File: src/rtl/rr_burst_arbiter_if.sv
// Requester/resource bundle for the round-robin burst arbiter.
// The slave modport is the arbiter's view; master is the surrounding fabric's view.
interface rr_burst_arbiter_if #(
    parameter int unsigned N  = 4,
    parameter int unsigned DW = 8
);
    localparam int unsigned IW = (N > 1) ? $clog2(N) : 1;

    logic [N-1:0]    req_valid;
    logic [N-1:0]    req_last;
    logic [N*DW-1:0] req_data;
    logic [N-1:0]    req_ready;

    logic            res_valid;
    logic            res_last;
    logic [DW-1:0]   res_data;
    logic            res_ready;

    logic [N-1:0]    grant;
    logic [IW-1:0]   res_sel;
    logic            busy;
    logic            timeout;

    modport slave (
        input  req_valid, req_last, req_data, res_ready,
        output req_ready, res_valid, res_last, res_data,
        output grant, res_sel, busy, timeout
    );

    modport master (
        output req_valid, req_last, req_data, res_ready,
        input  req_ready, res_valid, res_last, res_data,
        input  grant, res_sel, busy, timeout
    );
endinterface

File: src/rtl/rr_burst_arbiter.sv
// Round-robin arbiter that locks one requester onto the shared resource for a whole burst.
// The owner is released after its last beat, or after TIMEOUT consecutive idle cycles.
module rr_burst_arbiter #(
    parameter int unsigned N       = 4,
    parameter int unsigned DW      = 8,
    parameter int unsigned TIMEOUT = 16
) (
    input  logic              clk,
    input  logic              rst,
    rr_burst_arbiter_if.slave bus
);
    localparam int unsigned IW    = (N > 1) ? $clog2(N) : 1;
    localparam int unsigned CW    = (TIMEOUT > 0) ? $clog2(TIMEOUT + 1) : 1;
    localparam bit          TO_EN = (TIMEOUT > 0);

    typedef enum logic {
        IDLE = 1'b0,
        BUSY = 1'b1
    } state_e;

    state_e        state_q, state_d;
    logic [IW-1:0] sel_q, sel_d;
    logic [IW-1:0] ptr_q, ptr_d;
    logic [N-1:0]  grant_q, grant_d;
    logic [CW-1:0] cnt_q, cnt_d;
    logic          timeout_q, timeout_d;

    logic [DW-1:0] lane_data [N];
    logic [IW-1:0] winner;
    logic          any_valid;
    logic          own_valid;
    logic          own_last;
    logic          last_fire;
    logic          idle_expire;
    logic [IW-1:0] next_ptr;

    for (genvar i = 0; i < N; i++) begin : g_lane
        assign lane_data[i] = bus.req_data[i*DW +: DW];
    end

    assign own_valid   = bus.req_valid[sel_q];
    assign own_last    = bus.req_last[sel_q];
    assign last_fire   = own_valid && bus.res_ready && own_last;
    assign idle_expire = TO_EN && !own_valid && ((32'(cnt_q) + 32'd1) == 32'(TIMEOUT));
    assign next_ptr    = (sel_q == IW'(N - 1)) ? '0 : sel_q + IW'(1);

    // First valid requester scanning upward from ptr, wrapping mod N.
    always_comb begin
        logic [IW-1:0] idx;
        winner    = '0;
        any_valid = 1'b0;
        idx       = '0;
        for (int unsigned k = 0; k < N; k++) begin
            idx = IW'((32'(ptr_q) + k) % N);
            if (!any_valid && bus.req_valid[idx]) begin
                any_valid = 1'b1;
                winner    = idx;
            end
        end
    end

    // Next-state: grant on any request, release on last beat or idle timeout.
    always_comb begin
        state_d   = state_q;
        sel_d     = sel_q;
        ptr_d     = ptr_q;
        grant_d   = grant_q;
        cnt_d     = cnt_q;
        timeout_d = 1'b0;

        case (state_q)
            IDLE: begin
                cnt_d = '0;
                if (any_valid) begin
                    state_d = BUSY;
                    sel_d   = winner;
                    grant_d = N'(1) << winner;
                end
            end
            BUSY: begin
                if (own_valid || !TO_EN) begin
                    cnt_d = '0;
                end else begin
                    cnt_d = cnt_q + CW'(1);
                end
                if (last_fire || idle_expire) begin
                    state_d   = IDLE;
                    sel_d     = '0;
                    grant_d   = '0;
                    ptr_d     = next_ptr;
                    cnt_d     = '0;
                    timeout_d = !last_fire;
                end
            end
            default: begin
                state_d = IDLE;
                sel_d   = '0;
                grant_d = '0;
                cnt_d   = '0;
            end
        endcase
    end

    always_ff @(posedge clk or posedge rst) begin
        if (rst) begin
            state_q   <= IDLE;
            sel_q     <= '0;
            ptr_q     <= '0;
            grant_q   <= '0;
            cnt_q     <= '0;
            timeout_q <= 1'b0;
        end else begin
            state_q   <= state_d;
            sel_q     <= sel_d;
            ptr_q     <= ptr_d;
            grant_q   <= grant_d;
            cnt_q     <= cnt_d;
            timeout_q <= timeout_d;
        end
    end

    // Beat path: only the owner sees ready; everything reads 0 while idle.
    always_comb begin
        bus.req_ready = '0;
        bus.res_valid = 1'b0;
        bus.res_last  = 1'b0;
        bus.res_data  = '0;
        if (state_q == BUSY) begin
            bus.req_ready[sel_q] = bus.res_ready;
            bus.res_valid        = own_valid;
            bus.res_last         = own_last;
            bus.res_data         = lane_data[sel_q];
        end
    end

    assign bus.grant   = grant_q;
    assign bus.res_sel = sel_q;
    assign bus.busy    = (state_q == BUSY);
    assign bus.timeout = timeout_q;
endmodule
File: src/flat_wrapper.sv
// flat-port wrapper written by rule: the top's interface ports become plain ports
module rr_burst_arbiter_flat 
#(
    parameter int unsigned N       = 4,
    parameter int unsigned DW      = 8,
    parameter int unsigned TIMEOUT = 16
)
  (clk, rst, bus_req_valid, bus_req_last, bus_req_data, bus_res_ready, bus_req_ready, bus_res_valid, bus_res_last, bus_res_data, bus_grant, bus_res_sel, bus_busy, bus_timeout);
  rr_burst_arbiter_if #(.N(N), .DW(DW)) bus_i ();
  input  logic clk;
  input  logic rst;
  input wire logic [$bits(bus_i.req_valid)-1:0] bus_req_valid;
  input wire logic [$bits(bus_i.req_last)-1:0] bus_req_last;
  input wire logic [$bits(bus_i.req_data)-1:0] bus_req_data;
  input wire logic [$bits(bus_i.res_ready)-1:0] bus_res_ready;
  output wire logic [$bits(bus_i.req_ready)-1:0] bus_req_ready;
  output wire logic [$bits(bus_i.res_valid)-1:0] bus_res_valid;
  output wire logic [$bits(bus_i.res_last)-1:0] bus_res_last;
  output wire logic [$bits(bus_i.res_data)-1:0] bus_res_data;
  output wire logic [$bits(bus_i.grant)-1:0] bus_grant;
  output wire logic [$bits(bus_i.res_sel)-1:0] bus_res_sel;
  output wire logic [$bits(bus_i.busy)-1:0] bus_busy;
  output wire logic [$bits(bus_i.timeout)-1:0] bus_timeout;
  assign bus_i.req_valid = bus_req_valid;
  assign bus_i.req_last = bus_req_last;
  assign bus_i.req_data = bus_req_data;
  assign bus_i.res_ready = bus_res_ready;
  assign bus_req_ready = bus_i.req_ready;
  assign bus_res_valid = bus_i.res_valid;
  assign bus_res_last = bus_i.res_last;
  assign bus_res_data = bus_i.res_data;
  assign bus_grant = bus_i.grant;
  assign bus_res_sel = bus_i.res_sel;
  assign bus_busy = bus_i.busy;
  assign bus_timeout = bus_i.timeout;
  rr_burst_arbiter #(.N(N), .DW(DW), .TIMEOUT(TIMEOUT)) u_core (.clk(clk), .rst(rst), .bus(bus_i));
endmodule
File: config.mk
export PLATFORM = sky130hd
export DESIGN_NAME = rr_burst_arbiter_flat
export DESIGN_NICKNAME = d
export VERILOG_FILES = /design/src/rtl/rr_burst_arbiter_if.sv /design/src/rtl/rr_burst_arbiter.sv /design/src/flat_wrapper.sv
export SDC_FILE = /design/constraint.sdc
export NUM_CORES = 1
export LEC_CHECK = 0
export ABC_CLOCK_PERIOD_IN_PS = 1800
export CAP_MARGIN = 10
export CORE_ASPECT_RATIO = 0.8
export CORE_MARGIN = 8
export CORE_UTILIZATION = 30
export DETAILED_ROUTE_END_ITERATION = 12
export MAX_ROUTING_LAYER = met4
export PLACE_DENSITY_LB_ADDON = 0.3
export RECOVER_POWER = 50
export SLEW_MARGIN = 15
export SYNTH_ARGS = -nofsm -noshare
export SYNTH_HDL_FRONTEND = slang
export SYNTH_SLANG_ARGS = --single-unit
File: constraint.sdc
create_clock -name clk -period 1.8 [get_ports clk]
set_input_delay 0.45 -clock clk [delete_from_list [all_inputs] [get_ports clk]]
set_output_delay 0.45 -clock clk [all_outputs]
set_load 0.05 [all_outputs]
# Yosys cells after proc, flatten, opt, wreduce, memory -nomap -nowiden

Cells that the tools add are included.

$add $sub $neg: 6
Reductions and logical operators: 15
Order comparisons: 7
Shifts and indexed selects: 1
Equal/unequal tests: 4
Bitwise logic cells: 3
Mux-type cells: 44

Operators with widths:

| cell                | count |
|---|---|
| $eq 32x5->1 const B | 1 |
| $mux 8              | 3 |
| $mux 1              | 17 |
| $bmux 8 s2          | 1 |
| $lt 2x3->1 const B  | 5 |
| $mux 2              | 7 |
| $bmux 1 s2          | 6 |
| $mux 4              | 3 |
| $mux 5              | 2 |
| $pmux 5 s2          | 1 |
| $pmux 4 s2          | 1 |
| $logic_and 1x1->1   | 7 |
| $add 5x1->6 const B | 1 |
| $add 5x1->5 const B | 1 |
| $logic_not 1->1     | 5 |
| $add 2x1->2 const B | 2 |
| $add 2x2->2 const B | 2 |
| $and 4x4->4         | 1 |
| $pmux 2 s2          | 1 |
| $reduce_and 2->1    | 2 |
| $shl 1x2->4 const A | 1 |
| $ge 3x3->1 const B  | 1 |
| $not 2->3           | 1 |
| $demux 1 s2         | 1 |
| other kinds (7)     | 7 |

Output and inout port bits: 22
Word-level logic and storage cells: 86
Flip-flop bits (word level): 15

# Longest topological paths before layout

Word-level depth: 15
Gate-level depth with buffers: 7
Gate-level depth less buffers: 6

# Least setup slack after synthesis

No wires, ideal clock.

Path type: register to output
Start point: register u_core.sel_q[0], in the netlist u_core.bus.res_sel[0]
End point: output bus_res_data[1]
Cell stages (with the launch flop): 5
Slack: -578 ps
Required time: 1350 ps
Data arrival time: 1928 ps
Path through: dfrtp_1 buf_6 buf_2 mux4_2 and2_1

Cells in the longest elaborated chain, start to end: 5

RTL lines:

| element                                   | RTL line                | RTL |
|---|---|---|
| from (decl)                               | rr_burst_arbiter.sv:22  | `logic [IW-1:0] sel_q, sel_d;` |
| from (signal assigned)                    | rr_burst_arbiter.sv:114 | `sel_q <= sel_d;` |
| $not 2->3 (not written as such)           | rr_burst_arbiter.sv:132 | `bus.res_data = lane_data[sel_q];` |
| $bmux 8 s2                                | rr_burst_arbiter.sv:132 |  |
| $mux 8 (not written as such) (2 in a row) | rr_burst_arbiter.sv:132 |  |
| $mux 8                                    | rr_burst_arbiter.sv:128 | `if (state_q == BUSY) begin` |
| to (decl)                                 | flat_wrapper.sv:19      | `output wire logic [$bits(bus_i.res_data)-1:0] bus_res_data;` |

No other way between the ends. The select of a mux whose other input is x is not followed.

# Final worst setup path

Start point: register u_core.sel_q[0], in the netlist u_core.bus.res_sel[0]
End point: output bus_res_valid

Cells in the longest elaborated chain, start to end: 3

RTL lines:

| element                      | RTL line                | RTL |
|---|---|---|
| $bmux 1 s2                   | rr_burst_arbiter.sv:41  | `assign own_valid = bus.req_valid[sel_q];` |
| $mux 1 (not written as such) | rr_burst_arbiter.sv:41  |  |
| $mux 1                       | rr_burst_arbiter.sv:128 |  |
| to (decl)                    | flat_wrapper.sv:17      | `output wire logic [$bits(bus_i.res_valid)-1:0] bus_res_valid;` |

No other way between the ends. The select of a mux whose other input is x is not followed.

==> metrics.txt <==
run status finished, violations left; failing checks negative setup slack; CTS max path bufs 2; cell area after layout 2420 um2; Yosys reg bits 15; Hold Vio Cnt, Final 0; Layout fillers 304; hold bufs inserted after CTS 0; Fmax 0.466 GHz; DRT Pass-1 Iters 4; Avg Synthesized Cell Area 9.97 um2; kind of critical path register to output pin; gp weighted congestion 0.853; # IOs 65; CP Capture Type output pin; vias in the first global route 1296; H-Tree Depth 1; final setup margin -0.346 ns; Post-Syn Area 1200 um2; CTS tree built; number of synthesized flops with an enable pin 0; max-cap violations 0; Area after DPL 2090 um2; Reg clk slew, reported paths 0.06 ns; die extent in x 86.6 um; Antenna Nets Post-Route 0; Max FO, Critical Path 4; placed wire-length estimate 3.16 mm; Sink Count 15; die height 72.5 um; Root Buffer Master clkbuf_8; CP Launch Type register; YS warnings 0; min-delay worst type register to register; data required time of the critical path 1.35 ns; register area share after synthesis 31.4%; DR WL/cell 15.5 um; first-pass GRT wire length 6.75 mm; Synth Flop Type dfrtp_1; global-route usage over all layers 13.9%; input/output buffers 64; Slew Limit Headroom 62.0%; Arr. time, crit path 1.70 ns; Synth top area share 31.4%; Netlist cell types 34; final number of setup-violating endpoints 27; final wirelength 4.20 mm; Gate Count Post-Synth 120; unrepaired setup endpoints after global routing true; Leak 1.06 nW; PwrDens 1660 nW/um2; dpl ws -0.510 ns; diode count 0; commonest cells after routing, fill and taps aside clkdlybuf4s50_1 (34), buf_4 (30), buf_6 (15); average via count per standard cell 4.79; DIE AREA 6280 um2; pins over their slew limit 0; initial DRC count 80; clk_skew 0.000793 ns; largest area contributor in the netlist dfrtp_1; final period utilization 119%; layout cells sized above 1 47.2%; Final nets 266; vias post-DR 1297; Mapped Nets 169; post-synthesis async set-or-reset flop share 100%; Tmin final 2.15 ns; initial antenna violation count 0; peak supply drop 0.000894 V; std cell rows 20; DRC Markers 0; commonest non-fill, non-tap cell in the layout clkdlybuf4s50_1; worst-margin pin slew 0.569 ns; core area 3800 um2; largest net degree at the start of global routing 22; total grt overflow 0; starting density of the core 31.4%; ranking of synthesized cells by area dfrtp_1 (31%), mux4_2 (13%), ha_1 (6.3%); CTS Buf Count 3; Clk Latency, worst-skew pair 0.25 ns; area grow syn2layout 102%
## layer usage
metal / track usage (%) / vias up / routed length (um)
li1: - / 622 / -
met1: 17.2 / 629 / 1870
met2: 22.4 / 39 / 2100
met3: 3.16 / 7 / 181
met4: 3.43 / 0 / 43
met5: - / - / 0
## worst paths after layout
path | end | start | slack [ns] | cells past startpoint
max in group asynchronous | u_core.bus.res_sel[1]$_DFFE_PP0P_ | rst | 0.71 | 2
max reg2reg | u_core.ptr_q[1]$_DFFE_PP0P_ | u_core.bus.res_sel[0]$_DFFE_PP0P_ | -0.17 | 5
min in group asynchronous | u_core.bus.grant[2]$_DFFE_PP0P_ | rst | 0.69 | 2
max | bus_res_valid | u_core.bus.res_sel[0]$_DFFE_PP0P_ | -0.35 | 4
min reg2reg | u_core.bus.grant[0]$_DFFE_PP0P_ | u_core.bus.grant[0]$_DFFE_PP0P_ | 0.53 | 2
min | u_core.bus.grant[0]$_DFFE_PP0P_ | u_core.bus.grant[0]$_DFFE_PP0P_ | 0.53 | 2
## flip-flops by register name (all words and copies together) (netlist names)
signal	cells
u_core.cnt_q	5
u_core.bus.grant	4
u_core.bus.res_sel	2
u_core.ptr_q	2
u_core.bus.busy	1
u_core.bus.timeout	1
## cell type report
cell class / instances / area [um2] / share of cell area, %
repair buffers: 98 / 1010 / 41.8
clock inverters: 1 / 5.00 / 0.207
inverters: 7 / 33.8 / 1.40
clock buffers: 3 / 41.3 / 1.71
flip-flops and latches: 15 / 379 / 15.7
well taps: 55 / 68.8 / 2.85
multi-input cells: 92 / 878 / 36.3
## where the power goes
part / internal (mW) / switching (mW) / total (mW)
Sequential: 0.458 / 0.196 / 0.655
Combinational: 1.55 / 1.55 / 3.10
Clock: 0.153 / 0.119 / 0.273
Total: 2.16 / 1.86 / 4.02
## worst max-delay path: stages, from the launching register on
cell,delay (ns)
dfrtp_2,0.43
buf_6,0.12
mux4_2,0.55
and2_4,0.20
buf_8,0.14
## kinds of logic (layout without fill, tap and decap cells)
logic type	count (synthesis)	count (layout)	synth area share, %
xor gates and xnor gates	3	3	2.20
DFF	15	15	31.4
buffers and inverters	13	109	5.44
adders and majority gates	6	6	6.28
and+or+nand+nor	50	50	22.3
AOI/OAI and AO/OA	20	20	10.6
muxes	13	13	21.9
## stage by stage
stage               util [%]  total power [mW]  instances  hold slack [ns]  setup TNS (ns)
floorplan                  -              2.28        120            0.351           -2.48
CTS                     62.1              3.93        267            0.535           -3.87
global placement        55.0              3.14        253            0.508           -7.75
global route            63.6              4.25        271            0.558           -5.99
detailed placement      55.0              3.18        253            0.521           -8.53
finish                  63.6              4.02        271            0.534           -4.10
## Yosys cell counts (3+ instances only)
library cell   n
and3_1         5
dfrtp_1       15
nor2_1         8
ha_1           6
nand3b_1       3
mux4_2         7
and2_1         9
inv_1          7
nand3_1        5
a21oi_1       10
clkbuf_1       3
nand2_1       11
## timing repair
action	4_1_cts	5_1_grt
gates resized for setup	51	8
pin swaps	5	4
setup buffers	9	5
endpoints found under the setup margin	27	27
cloned	1	0
Power figures use the tool's default switching activity.
